[config.mk]
export PLATFORM = sky130hd
export DESIGN_NAME = pc_npc_unit
export DESIGN_NICKNAME = d
export VERILOG_FILES = /design/src/rtl/pc_npc_unit_pkg.sv /design/src/rtl/pc_target_mux.sv /design/src/rtl/pc_npc_unit.sv
export SDC_FILE = /design/constraint.sdc
export NUM_CORES = 1
export LEC_CHECK = 0
export ABC_AREA = 1
export BUFFER_PORTS_ARGS = -buffer_cell sky130_fd_sc_hd__buf_4
export CAP_MARGIN = 10
export CORE_UTILIZATION = 30
export CTS_BUF_LIST = sky130_fd_sc_hd__clkbuf_8 sky130_fd_sc_hd__clkbuf_16
export DETAILED_ROUTE_END_ITERATION = 8
export GPL_ROUTABILITY_DRIVEN = 0
export PLACE_DENSITY_LB_ADDON = 0.15
export SLEW_MARGIN = 20
export SYNTH_ARGS = -nofsm -noshare
export SYNTH_HDL_FRONTEND = slang
export SYNTH_SLANG_ARGS = --single-unit
[constraint.sdc]
create_clock -name clk -period 5.37 [get_ports clk]
set_input_delay 0.2685 -clock clk [delete_from_list [all_inputs] [get_ports clk]]
set_output_delay 0.2685 -clock clk [all_outputs]
set_load 0.01 [all_outputs]
[src/rtl/pc_npc_unit_pkg.sv]
// Shared definitions for the PC/nPC register block.
//   - pc_src encodings for next-nPC selection
//   - FSM state encoding
//   - default reset vector
package pc_npc_unit_pkg;

  localparam logic [1:0] PCSRC_SEQ  = 2'b00;
  localparam logic [1:0] PCSRC_BR   = 2'b01;
  localparam logic [1:0] PCSRC_CALL = 2'b10;
  localparam logic [1:0] PCSRC_JMPL = 2'b11;

  localparam logic [31:0] DEFAULT_RESET_PC = 32'h0000_0000;

  typedef enum logic [0:0] {
    ST_RUN = 1'b0,
    ST_ERR = 1'b1
  } pc_state_e;

endpackage

[src/rtl/pc_target_mux.sv]
// Combinational next-nPC target selection.
// Ports:
//   pc           in  current PC (base for branch/call displacement)
//   npc4         in  nPC+4 from the external adder (sequential target)
//   pc_src       in  target select (seq / branch / call / jmpl)
//   branch_taken in  qualifies branch; not-taken falls through to npc4
//   disp22       in  signed branch word displacement
//   disp30       in  signed call word displacement
//   jmpl_addr    in  jmpl target from the ALU
//   target       out selected next-nPC value
//   misalign     out jmpl selected with a non-word-aligned target
module pc_target_mux
  import pc_npc_unit_pkg::*;
(
  input  logic [31:0] pc,
  input  logic [31:0] npc4,
  input  logic [1:0]  pc_src,
  input  logic        branch_taken,
  input  logic [21:0] disp22,
  input  logic [29:0] disp30,
  input  logic [31:0] jmpl_addr,
  output logic [31:0] target,
  output logic        misalign
);

  logic [31:0] br_off;
  logic [31:0] call_off;

  // Word displacements scaled to bytes; call's sign bits fall off the top.
  assign br_off   = {{8{disp22[21]}}, disp22, 2'b00};
  assign call_off = {disp30, 2'b00};

  always_comb begin
    target = npc4;
    unique case (pc_src)
      PCSRC_SEQ:  target = npc4;
      PCSRC_BR:   target = branch_taken ? (pc + br_off) : npc4;
      PCSRC_CALL: target = pc + call_off;
      PCSRC_JMPL: target = jmpl_addr;
    endcase
  end

  assign misalign = (pc_src == PCSRC_JMPL) && (jmpl_addr[1:0] != 2'b00);

endmodule

[src/rtl/pc_npc_unit.sv]
// SPARC-style PC/nPC register pair with delay-slot sequencing.
// Ports:
//   clk, rst      clock (rising edge), synchronous active-low reset
//   en            update enable; low stalls every register
//   npc4_in       nPC+4 returned from the external adder
//   pc_src        next-nPC select (seq / branch / call / jmpl)
//   branch_taken  branch condition result
//   disp22        branch displacement; disp30 call displacement
//   jmpl_addr     jmpl target
//   annul_req     squash the delay-slot instruction now at nPC
//   pc_out        fetch address; npc_out feeds the PC+4 adder
//   annul_out     instruction at pc_out is to be squashed
//   err           sticky misaligned-jmpl error (cleared only by reset)
module pc_npc_unit
  import pc_npc_unit_pkg::*;
#(
  parameter logic [31:0] RESET_PC = DEFAULT_RESET_PC
) (
  input  logic        clk,
  input  logic        rst,
  input  logic        en,
  input  logic [31:0] npc4_in,
  input  logic [1:0]  pc_src,
  input  logic        branch_taken,
  input  logic [21:0] disp22,
  input  logic [29:0] disp30,
  input  logic [31:0] jmpl_addr,
  input  logic        annul_req,
  output logic [31:0] pc_out,
  output logic [31:0] npc_out,
  output logic        annul_out,
  output logic        err
);

  logic [31:0] pc_q;
  logic [31:0] npc_q;
  logic        annul_q;
  pc_state_e   state_q;

  logic [31:0] target;
  logic        misalign;

  pc_target_mux u_target_mux (
    .pc           (pc_q),
    .npc4         (npc4_in),
    .pc_src       (pc_src),
    .branch_taken (branch_taken),
    .disp22       (disp22),
    .disp30       (disp30),
    .jmpl_addr    (jmpl_addr),
    .target       (target),
    .misalign     (misalign)
  );

  always_ff @(posedge clk) begin
    if (!rst) begin
      pc_q    <= RESET_PC;
      npc_q   <= RESET_PC + 32'd4;
      annul_q <= 1'b0;
      state_q <= ST_RUN;
    end else begin
      unique case (state_q)
        ST_RUN: begin
          if (en) begin
            if (misalign) begin
              // Freeze the pair so the faulting context stays visible.
              state_q <= ST_ERR;
            end else begin
              pc_q    <= npc_q;
              npc_q   <= target;
              annul_q <= annul_req;
            end
          end
        end
        ST_ERR: begin
          // Everything holds until reset.
        end
      endcase
    end
  end

  assign pc_out    = pc_q;
  assign npc_out   = npc_q;
  assign annul_out = annul_q;
  assign err       = (state_q == ST_ERR);

endmodule

# After elaboration in Yosys (flattened, before gate mapping)
# Index checks and enable logic that the tools add are counted.
totals:
  register_bits: 66
  input_bits: 123
  out_inout_bits: 66
  mem_count: 0
  ram_bits: 0
  rom_bits: 0
  latchBits: 0
op_classes:
  n_lt_le_gt_ge: 0
  n_mux: 5
  mul: 0
  n_div: 0
  shift: 0
  eq_ne: 3
  bitwise_logic: 2
  n_reduce_logical: 4
  addsub: 2
ops:
  columns: ["operator", "count"]
  rows:
  - ["32-bit one-hot mux with 4 select lines", 1]
  - ["32-bit adder", 2]
  - ["32-bit two-way mux", 1]
  - ["2-bit equality test, second input constant", 2]
  - ["1-bit two-way mux", 3]
  - ["3-bit AND reduction", 1]
  - ["2-bit by 1-bit equality test with 1-bit output, second input constant", 1]
  - ["2-bit zero test", 1]
  - ["1-bit NOT", 2]
  - ["2-bit nonzero test", 1]
  - ["1-bit logical AND", 1]

# Longest topological paths before layout
logic_depth:
  ltp_word: 5
  ltp_mapped: 15

# Cells and area by module
# A second synthesis with hierarchy kept.
unflattened:
  hier_cells: 1560
  area_unflattened_um2: 8366.8
modules_own_cells:
  columns: ["module", "instances", "cells_each", "area_each_um2"]
  rows:
  - ["pc_target_mux", 1, 1130, 5446.5]
  - ["pc_npc_unit", 1, 430, 2920.3]

# Worst setup path before layout
# OpenSTA, ideal clock, no wires.
synth_path:
  path_kind: "register to register"
  from: "register pc_q[2], in the netlist pc_out[2]"
  to: "register npc_q[22], in the netlist npc_out[22]"
  setup_ns: 0.132
  arrival_time_ns: 1.879
  path_slack_ns: 3.359
  synth_period_minus_slack_ns: 2.011
  required_ns: 5.238
  path_stages_with_launch: 16
  path_cell_list: "dfxtp_1 > ha_1 > inv_1 > fa_1 > inv_1 > nand3_1 > nand3_1 > nand3_1 > nand3_2 > nand3_1 > nand2_1 > nand2_1 > nand3_1 > nand3_1 > nand2_1 > a21oi_1"
synth_between:
  elab_chain_cells: 3
synth_lines:
  columns: ["item", "line_no", "source"]
  rows:
  - ["from (decl)", "pc_npc_unit.sv:35", "logic [31:0] pc_q;"]
  - ["from (signal assigned)", "pc_npc_unit.sv:69", "pc_q <= npc_q;"]
  - ["32-bit adder", "pc_target_mux.sv:37", "PCSRC_BR: target = branch_taken ? (pc + br_off) : npc4;"]
  - ["32-bit two-way mux", "pc_target_mux.sv:37", null]
  - ["32-bit one-hot mux with 4 select lines *", "pc_target_mux.sv:35", "unique case (pc_src)"]
  - ["to (signal assigned)", "pc_npc_unit.sv:58", "npc_q <= RESET_PC + 32'd4;"]
  - ["to (signal assigned)", "pc_npc_unit.sv:70", "npc_q <= target;"]
  - ["to (decl)", "pc_npc_unit.sv:36", "logic [31:0] npc_q;"]
# Every way passes the cells marked *; elsewhere a longest branch is shown, timed or not.
# A chain may end at the register's enable or synchronous reset.

# Worst setup path in the final report
layout_path:
  from: "register pc_q[2], in the netlist pc_out[2]"
  to: "register npc_q[26], in the netlist npc_out[26]"
# The elaborated chain is that of the path after synthesis.

==> flow_metrics.py <==
metrics = {
    "floorplanning": {
        "row_count": 57,
        "core_um2": 24500,
        "start_util": 0.308,
        "floorplan.die.width_um": 160,
        "die_area_um2": 25700,
        "fp.dieH_um": 160,
        "io_pins": 189,
    },
    "logic_synthesis": {
        "synth_enable_flop_cells": 0,
        "postSynth.topFlopCell": "dfxtp_1",
        "synthArstFlopShare": 0,
        "yosys_warnings": 0,
        "ys_ff_latch": 66,
        "synth.yosys.seq_area_share": 0.176,
        "postSynthNetCount": 1538,
        "synth_cell_type_count": 43,
        "syn_avg_cell_area_um2": 5.55,
        "syn_inst": 1355,
        "post_synth_instance_area_um2": 7530,
    },
    "clock_tree": {
        "tritoncts.num_buffers": 9,
        "clk_pin_slew_worst_paths_ns": 0.07,
        "cts-resized-gates": 0,
        "post_cts_hold_buffer_count": 0,
        "clock_sinks": 66,
        "tritoncts": "built",
        "max-clock-path-buffers": 2,
        "cts_root_buffer": "clkbuf_16",
        "cts-htree-levels": 3,
        "worstSkewPairLatency_ns": 0.35,
        "post_cts_setup_buffer_count": 0,
    },
    "sta": {
        "holdWs_ns": 0.180,
        "report.final.slew_viol_count": 0,
        "max-slew-margin-rel": 0.285,
        "total_setup_violations_reported_at_the_end_of_the_flow": 0,
        "finalClockSkew_ns": 0.0123,
        "fin_tns_setup_ns": 0,
        "worst_pin_slew_ns": 1.07,
        "fmax_ghz": 0.397,
        "final_period_minus_worst_setup_slack_ns": 2.52,
        "rsz0062_at_grt": "no",
        "hold_viol_final": 0,
        "finalCritPeriodShare": 0.469,
    },
    "finish": {
        "fin_util": 0.388,
        "finalInstanceArea_um2": 9480,
        "finish.net_count": 1706,
        "layout_area_overhead_pct": 26.0,
        "num_antenna_cells": 0,
        "final_common_cell": "nand2_1",
        "final_cell_mix": "nand2_1, buf_4, inv_1",
        "fraction_of_final_layout_cells_with_drive_strength_greater_than_1": 0.162,
        "final_cells": 1852,
    },
    "critical_path": {
        "crit_arrival_ns": 2.71,
        "cp_data_required_time_ns": 5.56,
        "worstSetupEndpointType": "flop",
        "worst-path-max-fanout": 5,
        "worst-setup-path-type": "flop to flop",
        "critPathLaunchType": "flop",
    },
    "placed_design": {
        "place.detailed.instances": 1836,
        "dp_hpwl_um": 24800,
        "placed_area_um2": 9200,
        "port-buffer-count": 188,
    },
    "grt": {
        "grt_use_total": 0.231,
        "vias_in_the_first_global_route": 8426,
        "grt_pass1_wl_um": 45900,
        "overflow": 0,
        "grt_antenna_before_repair": 0,
        "grt_max_degree": 82,
    },
    "pwr": {
        "max-vdd-ir-drop_mv": 0.132,
        "power_leakage_nw": 5.18,
        "powerDensity_nw_per_um2": 216,
    },
    "routing": {
        "drt_first_pass_iters": 5,
        "drt_iter0_markers": 665,
        "vias": 9126,
        "remaining_drc_errors": 0,
        "antenna_left": 0,
        "routedWlPerCell_um": 16.4,
        "route.final.wire_length_um": 30300,
        "detail_route.vias_per_cell": 4.93,
    },
    "run_status": {
        "run_status": "finished, final reports clean",
    },
    "run": {
        "max_cap_violations": 0,
    },
    "worst_hold_path": {
        "hold_class": "input pin to flop",
    },
}
[sequential cells by signal, indices dropped and copies added, names as in the netlist]
name       cells
annul_out      1
err            1
npc_out       32
pc_out        32
[synth_stat cells (2+ instances only)]
| library cell | n | share of area |
|---|---|---|
| a21oi_1 | 79 | 0.053 |
| a21oi_2 | 3 | 0.0035 |
| a221oi_1 | 24 | 0.028 |
| a31oi_1 | 3 | 0.0025 |
| a41oi_1 | 3 | 0.0035 |
| buf_1 | 2 | 0.0010 |
| buf_2 | 11 | 0.0073 |
| buf_4 | 2 | 0.0020 |
| buf_6 | 2 | 0.0030 |
| clkbuf_1 | 16 | 0.0080 |
| dfxtp_1 | 66 | 0.18 |
| fa_1 | 2 | 0.0053 |
| ha_1 | 58 | 0.096 |
| inv_1 | 189 | 0.094 |
| inv_2 | 4 | 0.0020 |
| nand2_1 | 444 | 0.22 |
| nand2_2 | 6 | 0.0050 |
| nand3_1 | 124 | 0.082 |
| nand3_2 | 4 | 0.0053 |
| nand3b_1 | 10 | 0.010 |
| nand4_1 | 9 | 0.0075 |
| nor2_1 | 181 | 0.090 |
| nor2_2 | 5 | 0.0042 |
| nor2_4 | 2 | 0.0030 |
| nor3_1 | 7 | 0.0047 |
| o21a_1 | 2 | 0.0020 |
| o21ai_0 | 60 | 0.040 |
| o21bai_1 | 6 | 0.0060 |
| or2_0 | 3 | 0.0025 |
| or2_2 | 12 | 0.010 |
| xor2_1 | 4 | 0.0047 |
[worst paths after layout]
check / start / endpoint / slack (ns) / cells after the start
setup / recovery: pc_out[2]$_SDFFE_PN0P_ / npc_out[26]$_SDFFE_PN0P_ / 2.85 / 15
setup reg to reg: pc_out[2]$_SDFFE_PN0P_ / npc_out[26]$_SDFFE_PN0P_ / 2.85 / 15
hold reg to reg: npc_out[11]$_SDFFE_PN0P_ / npc_out[11]$_SDFFE_PN0P_ / 0.49 / 2
hold / removal: annul_req / annul_out$_SDFFE_PN0P_ / 0.18 / 3
[per-stage QoR]
stage | worst slack [ns] | power [mW]
2_1_floorplan | 3.36 | 1.13
3_3_place_gp | 2.68 | 1.47
3_5_place_dp | 2.64 | 1.47
4_1_cts | 2.87 | 2.06
5_1_grt | 2.63 | 2.19
6_report | 2.85 | 2.05
[per-layer routing]
metal	GRT usage	up-vias	wire [µm]
li1	-	4689	-
met1	0.341	4109	14800
met2	0.355	306	13100
met3	0.0287	22	2120
met4	0.0442	0	339
met5	0	-	0
[area by class of cell]
type                            count  area [µm²]
Clock buffer                       10         239
Clock inverter                      6        47.5
Fill cell                        2776       15000
Inverter                          194         728
Multi-Input combinational cell   1062        5320
Sequential cell                    66        1320
Tap cell                          324         405
Timing Repair Buffer              190        1430
[kinds of logic (layout without fill, tap and decap cells)]
logic type,Yosys count,after routing,synth area share
adders and majority gates,60,60,0.102
buffers and inverters,227,400,0.118
AOI/OAI and AO/OA,185,185,0.143
DFF,66,66,0.176
xor gates and xnor gates,4,4,0.00465
and+or+nand+nor,813,813,0.457
[where the power goes]
group	switching [mW]	internal [mW]
combinational	0.532	0.340
clock	0.254	0.331
sequential	0.0617	0.533
[critical path: stages (launching register included)]
cell and delay [ns]:
dfxtp_1 0.38, ha_1 0.32, inv_1 0.09, fa_1 0.38
inv_1 0.10, nand3_1 0.07, nand3_1 0.16, nand2_1 0.07
nand2_1 0.11, nand2_1 0.12, nand3_1 0.11, nand2_1 0.05
nand3_1 0.12, nand3_1 0.14, nand2_1 0.09, a21oi_1 0.05
Note: power is estimated with default switching activity, not from simulation.
